`src/rtl/ysyx_23060111_gpr_if.sv`:
```
// Decode/writeback-facing bundle of the NPC register file: write port, two read ports
// and the pending-write scoreboard controls.
interface ysyx_23060111_gpr_if #(
  parameter int ADDR_WIDTH = 5,
  parameter int DATA_WIDTH = 32
);
  logic                  ready;
  logic                  wen;
  logic [ADDR_WIDTH-1:0] waddr;
  logic [DATA_WIDTH-1:0] wdata;
  logic [ADDR_WIDTH-1:0] raddr1;
  logic [ADDR_WIDTH-1:0] raddr2;
  logic [DATA_WIDTH-1:0] rdata1;
  logic [DATA_WIDTH-1:0] rdata2;
  logic                  rbusy1;
  logic                  rbusy2;
  logic                  alloc_en;
  logic [ADDR_WIDTH-1:0] alloc_addr;
  logic                  flush;

  modport master (
    input  ready, rdata1, rdata2, rbusy1, rbusy2,
    output wen, waddr, wdata, raddr1, raddr2, alloc_en, alloc_addr, flush
  );

  modport slave (
    output ready, rdata1, rdata2, rbusy1, rbusy2,
    input  wen, waddr, wdata, raddr1, raddr2, alloc_en, alloc_addr, flush
  );
endinterface

```
`src/rtl/ysyx_23060111_gpr.sv`:
```
// NPC register file with pending-write scoreboard and post-reset clear sweep.
// Optional same-cycle write-to-read bypass enabled by YSYX_23060111_GPR_BYPASS_EN.
//
// state  | meaning
// S_INIT | sweeping rf[r_cnt] <= 0, all ports gated off
// S_RUN  | normal operation, ready=1
module ysyx_23060111_gpr #(
  parameter int ADDR_WIDTH = 5,
  parameter int DATA_WIDTH = 32
) (
  input  logic                clk,
  input  logic                rst_n,
  ysyx_23060111_gpr_if.slave  bus
);
  localparam int DEPTH = 1 << ADDR_WIDTH;

  typedef enum logic {S_INIT, S_RUN} state_t;

  state_t                r_state;
  state_t                w_state_nxt;
  logic [ADDR_WIDTH-1:0] r_cnt;
  logic [DEPTH-1:0]      r_pend;
  logic [DEPTH-1:0]      w_pend_nxt;
  logic [DATA_WIDTH-1:0] r_rf [DEPTH];

  logic                  w_run;
  logic                  w_wr;
  logic [DATA_WIDTH-1:0] w_rd1;
  logic [DATA_WIDTH-1:0] w_rd2;
  logic                  w_pb1;
  logic                  w_pb2;

  assign w_run = (r_state == S_RUN);
  assign w_wr  = w_run && bus.wen && (bus.waddr != '0);

  always_ff @(posedge clk or negedge rst_n) begin
    if (!rst_n) begin
      r_state <= S_INIT;
      r_cnt   <= '0;
      r_pend  <= '0;
    end else begin
      r_state <= w_state_nxt;
      r_pend  <= w_pend_nxt;
      if (r_state == S_INIT) r_cnt <= r_cnt + 1'b1;
    end
  end

  always_comb begin
    w_state_nxt = r_state;
    case (r_state)
      S_INIT:  if (r_cnt == '1) w_state_nxt = S_RUN;
      S_RUN:   w_state_nxt = S_RUN;
      default: w_state_nxt = S_INIT;
    endcase
  end

  // Set after clear so a same-cycle re-allocation beats the retiring writeback.
  always_comb begin
    w_pend_nxt = r_pend;
    if (w_run) begin
      if (bus.flush) begin
        w_pend_nxt = '0;
      end else begin
        if (bus.wen) w_pend_nxt[bus.waddr] = 1'b0;
        if (bus.alloc_en && (bus.alloc_addr != '0)) w_pend_nxt[bus.alloc_addr] = 1'b1;
      end
    end
  end

  // Contents are not reset; the sweep is what makes them defined.
  always_ff @(posedge clk) begin
    if (r_state == S_INIT) r_rf[r_cnt] <= '0;
    else if (w_wr)         r_rf[bus.waddr] <= bus.wdata;
  end

  assign w_rd1 = (w_run && (bus.raddr1 != '0)) ? r_rf[bus.raddr1] : '0;
  assign w_rd2 = (w_run && (bus.raddr2 != '0)) ? r_rf[bus.raddr2] : '0;
  assign w_pb1 = w_run && (bus.raddr1 != '0) && r_pend[bus.raddr1];
  assign w_pb2 = w_run && (bus.raddr2 != '0) && r_pend[bus.raddr2];

  assign bus.ready = w_run;

`ifdef YSYX_23060111_GPR_BYPASS_EN
  logic w_realloc;
  logic w_byp1;
  logic w_byp2;

  assign w_realloc  = bus.alloc_en && (bus.alloc_addr == bus.waddr);
  assign w_byp1     = w_wr && (bus.waddr == bus.raddr1);
  assign w_byp2     = w_wr && (bus.waddr == bus.raddr2);
  assign bus.rdata1 = w_byp1 ? bus.wdata : w_rd1;
  assign bus.rdata2 = w_byp2 ? bus.wdata : w_rd2;
  assign bus.rbusy1 = w_byp1 ? (w_realloc && w_pb1) : w_pb1;
  assign bus.rbusy2 = w_byp2 ? (w_realloc && w_pb2) : w_pb2;
`else
  assign bus.rdata1 = w_rd1;
  assign bus.rdata2 = w_rd2;
  assign bus.rbusy1 = w_pb1;
  assign bus.rbusy2 = w_pb2;
`endif
endmodule
```
`src/flat_wrapper.sv`:
```
// flat-port wrapper written by rule: the top's interface ports become plain ports
module ysyx_23060111_gpr_flat 
#(
  parameter int ADDR_WIDTH = 5,
  parameter int DATA_WIDTH = 32
)
  (clk, rst_n, bus_ready, bus_rdata1, bus_rdata2, bus_rbusy1, bus_rbusy2, bus_wen, bus_waddr, bus_wdata, bus_raddr1, bus_raddr2, bus_alloc_en, bus_alloc_addr, bus_flush);
  ysyx_23060111_gpr_if #(.ADDR_WIDTH(ADDR_WIDTH), .DATA_WIDTH(DATA_WIDTH)) bus_i ();
  input  logic clk;
  input  logic rst_n;
  output wire logic [$bits(bus_i.ready)-1:0] bus_ready;
  output wire logic [$bits(bus_i.rdata1)-1:0] bus_rdata1;
  output wire logic [$bits(bus_i.rdata2)-1:0] bus_rdata2;
  output wire logic [$bits(bus_i.rbusy1)-1:0] bus_rbusy1;
  output wire logic [$bits(bus_i.rbusy2)-1:0] bus_rbusy2;
  input wire logic [$bits(bus_i.wen)-1:0] bus_wen;
  input wire logic [$bits(bus_i.waddr)-1:0] bus_waddr;
  input wire logic [$bits(bus_i.wdata)-1:0] bus_wdata;
  input wire logic [$bits(bus_i.raddr1)-1:0] bus_raddr1;
  input wire logic [$bits(bus_i.raddr2)-1:0] bus_raddr2;
  input wire logic [$bits(bus_i.alloc_en)-1:0] bus_alloc_en;
  input wire logic [$bits(bus_i.alloc_addr)-1:0] bus_alloc_addr;
  input wire logic [$bits(bus_i.flush)-1:0] bus_flush;
  assign bus_ready = bus_i.ready;
  assign bus_rdata1 = bus_i.rdata1;
  assign bus_rdata2 = bus_i.rdata2;
  assign bus_rbusy1 = bus_i.rbusy1;
  assign bus_rbusy2 = bus_i.rbusy2;
  assign bus_i.wen = bus_wen;
  assign bus_i.waddr = bus_waddr;
  assign bus_i.wdata = bus_wdata;
  assign bus_i.raddr1 = bus_raddr1;
  assign bus_i.raddr2 = bus_raddr2;
  assign bus_i.alloc_en = bus_alloc_en;
  assign bus_i.alloc_addr = bus_alloc_addr;
  assign bus_i.flush = bus_flush;
  ysyx_23060111_gpr #(.ADDR_WIDTH(ADDR_WIDTH), .DATA_WIDTH(DATA_WIDTH)) u_core (.clk(clk), .rst_n(rst_n), .bus(bus_i));
endmodule
```
`config.mk`:
```
export PLATFORM = sky130hd
export DESIGN_NAME = ysyx_23060111_gpr_flat
export DESIGN_NICKNAME = d
export VERILOG_FILES = /design/src/rtl/ysyx_23060111_gpr_if.sv /design/src/rtl/ysyx_23060111_gpr.sv /design/src/flat_wrapper.sv
export SDC_FILE = /design/constraint.sdc
export NUM_CORES = 1
export LEC_CHECK = 0
export ABC_CLOCK_PERIOD_IN_PS = 3710
export CORE_AREA = 2 2 294 296
export CTS_BUF_LIST = sky130_fd_sc_hd__clkbuf_8
export DETAILED_ROUTE_END_ITERATION = 10
export DIE_AREA = 0 0 296 298
export DONT_BUFFER_PORTS = 1
export PLACE_DENSITY = 0.78
export SYNTH_ARGS = -nofsm -noshare
export SYNTH_HDL_FRONTEND = slang
export SYNTH_SLANG_ARGS = --single-unit
```
`constraint.sdc`:
```
create_clock -name clk -period 3.71 [get_ports clk]
set_input_delay 0.1855 -clock clk [delete_from_list [all_inputs] [get_ports clk]]
set_output_delay 0.1855 -clock clk [all_outputs]
set_load 0.01 [all_outputs]
```
==> results.toml <==
[run_status]
outcome = "complete, no violations"

[sta]
slew_headroom = 0.0495
hold_viol = 0
rsz0062_at_grt = "false"
fin_crit_sh = 0.941
fin_worst_skew_ns = 0.0435
fin_ws_ns = 0.220
clock.fmax_mhz = 287
setup_viol = 0
period_minus_slack_ns = 3.49
drv_slew = 0
tightest_slew_ns = 1.42

[pwr]
clock_power_share = 0.390
cellPowerDensity_mw_per_mm2 = 436
switchingPower_w = 0.00576
leakage_nw = 20.4
pwr-share-seq = 0.537
power_w = 0.0246
power_frac_comb = 0.072
peakVddDrop_uv = 434
p_int_w = 0.0188
switching_share = 0.234

[synthesis]
synth-simple-area-share = 0.0578
synth_area_leaders = "edfxtp_1 (61%), mux4_2 (11%), mux2i_1 (5.4%)"
syn_nets = 3199
postSynthAreaPerCell_um2 = 16.1
synth-adder-area-share = 0.000494
muxShareOfSynthArea = 0.215
synth-async-reset-ratio = 0.0358
synth_edf_count = 1024
synth_top_family_by_area = "multiplexers"
ys_types = 55
ys_warn_count = 0
syn_area_mm2 = 0.0506
ys_seq_area_frac = 0.626
synthCells = 3140
ys_ff_latch = 1062
synthXorXnorAreaFrac = 0.000519
synthFlopType = "edfxtp_1"
synth_top_area_share = 0.607
synth-compound-area-share = 0.0745
synth_top_area_cell = "edfxtp_1"

[die]
start_util = 0.597
die_w_um = 296
fp.dieH_um = 298
rows = 107
core_area_mm2 = 0.0849
die-area_mm2 = 0.0882
ioPinCount = 124

[setup_path]
crit_arrival_ns = 3.30
critical_path.endpoint_type = "output port"
cp_top_family = "buffers and inverters"
slowest_delay_ns = 0.43
path_buf_inv = 3
critPathLaunchType = "flip-flop"
crit_chain = "buf_4 > nor3b_2 > buf_12 > and2_1 > buf_4 > a21oi_1 > nand4_1"
cp_max_fo = 35
crit_type = "flip-flop to output port"
critPathRequiredTime_ns = 3.52
crit_top_cell = "buf_4"
crit_slowest_cell = "buf_4"

[global_route]
grt_max_degree = 264
grt-ovfl-total = 0
track_usage = 0.359
grt_antenna_before_repair = 7
first_global_vias = 33900
grt_pass1_wl_um = 226000

[routing]
wirelength_um = 158000
route.top_layer_used = "met5"
drt_iter0_markers = 5602
wl_met3_um = 22200
routedWlPerCell_um = 34.8
wl_met2_um = 73000
drc = 0
first_pass_iters = 8
antenna_left = 0
vias = 33700
avgViaCountPerCell = 7.44
routedLengthMet1_um = 55100

[worst_hold_path]
hp-class = "input port to flip-flop"

[placement]
post-place-ws_ns = 0.539
io_buffers = 0
hpwl_um = 91200
place_congestion = 0.917

[clocking]
htree_levels = 4
cts_tree = "built"
cts_buffer_depth = 3
clk_pin_slew_worst_paths_ns = 0.06
cts_root_buf = "clkbuf_8"
insertion_delay_ns = 0.85
cts_buffers = 167
cts.sinks = 1062
ctsResizeCount = 0

[layout]
nets = 3313
most-common-layout-cells = "edfxtp_1 (1024), mux2i_1 (273), mux4_2 (258), mux2_2 (204), clkbuf_8 (174)"
final_layout_size_suffix_gt1_frac = 0.262
syn_to_final_growth_pct = 11.1
fillers = 5645
mostFrequentLayoutCell = "edfxtp_1"
utilization = 0.663

[flow_run]
drv_cap = 0
==> power groups by stage <==
stage / Combinational, W / Clock (W) / Sequential [W]
after CTS: 0.00171 / 0.00957 / 0.0132
after detailed placement: 0.00162 / 0 / 0.0134
final: 0.00178 / 0.00958 / 0.0132
after global routing: 0.00182 / 0.0101 / 0.0132
after floorplan: 0.00128 / 0 / 0.0135
after global placement: 0.00158 / 0 / 0.0134
==> stage by stage <==
stage / setup TNS, ns / cells / hold slack (ns) / area [um^2]
2_1_floorplan: -101.43 / 3140 / -0.110 / 50700
3_3_place_gp: 0 / 4156 / -0.109 / 52300
3_5_place_dp: 0 / 4156 / -0.109 / 52300
4_1_cts: 0 / 4531 / 0.00282 / 56300
5_1_grt: 0 / 4532 / 0.0611 / 56300
6_report: 0 / 4532 / 0.0663 / 56300
==> worst paths after layout <==
kind,slack [ns],end,start,depth (start not counted)
worst max-delay path,0.22,bus_rdata2[3],u_core.bus.ready$_DFF_PN0_,7
worst min-delay path,0.07,u_core.r_rf[11][12]$_DFFE_PP_,bus_waddr[0],2
worst max register to register,0.64,u_core.r_rf[11][20]$_DFFE_PP_,u_core.bus.ready$_DFF_PN0_,6
worst min register to register,0.53,u_core.r_pend[6]$_DFFE_PN0P_,u_core.r_pend[6]$_DFFE_PN0P_,2
max in group asynchronous,3.07,u_core.r_pend[15]$_DFFE_PN0P_,rst_n,4
min in group asynchronous,0.45,u_core.r_pend[26]$_DFFE_PN0P_,rst_n,4
==> worst reg2reg max path, cell delays in order (launching register included) <==
cell and delay [ns]:
dfrtp_1 0.42, nand2_1 0.17, a21oi_4 0.09, buf_4 0.29, o31a_1 0.43, nor3_4 0.83
buf_4 0.47
==> Yosys cell counts, types with 3 or more instances <==
cell	n
edfxtp_1	1024
mux2i_1	273
mux4_2	258
mux2_2	204
a22oi_1	166
o21ai_0	122
buf_2	100
clkbuf_1	96
nand3_1	74
nor2b_1	72
or3_1	70
o22ai_1	68
nand4_1	67
a211oi_1	66
a21oi_1	54
nand2_1	39
a31oi_1	38
dfrtp_1	38
and2_1	37
and3_1	36
a22o_1	33
buf_4	33
nor2_1	32
nor3_1	27
buf_1	18
o2bb2ai_1	9
nor3b_1	8
nand3b_1	7
buf_6	6
and3b_1	5
inv_1	5
nand2b_1	5
o31a_1	5
clkbuf_2	4
nand4b_1	4
nor4_1	4
and4b_1	3
o21a_1	3
or2_2	3
or3b_2	3
xnor2_1	3
==> registers in the layout (all words and copies together), names as in the netlist <==
register / count
u_core.r_rf: 1024
u_core.r_pend: 32
u_core.r_cnt: 5
u_core.bus.ready: 1
==> cells by family after synthesis <==
family                   after synthesis
flip-flops                          1062
AND/OR/NAND/NOR                      503
AO/OA/AOI/OAI                        570
adder cells (fa/ha/maj)                2
XOR/XNOR                               3
multiplexers                         737
buffers and inverters                263
==> routing by layer <==
metal	vias up	track usage
li1	13200	-
met1	17000	0.480
met2	2892	0.548
met3	551	0.104
met4	6	0.165
met5	-	0
==> cell type report <==
cell class	count	area, um^2	share of cell area
Clock inverter	128	771	0.0137
Timing Repair Buffer	203	1910	0.0340
Antenna cell	1	2.50	0.0000445
Tap cell	1144	1430	0.0254
Clock buffer	174	2390	0.0426
Multi-Input combinational cell	1815	18000	0.321
Sequential cell	1062	31700	0.563
Inverter	5	18.8	0.000334
==> what timing repair did <==
item                                    CTS  global route
endpoints found under the hold margin  1094             0
setup buffers                             0             0
hold buffers                             73             0
Note: power is estimated with default switching activity, not from simulation.
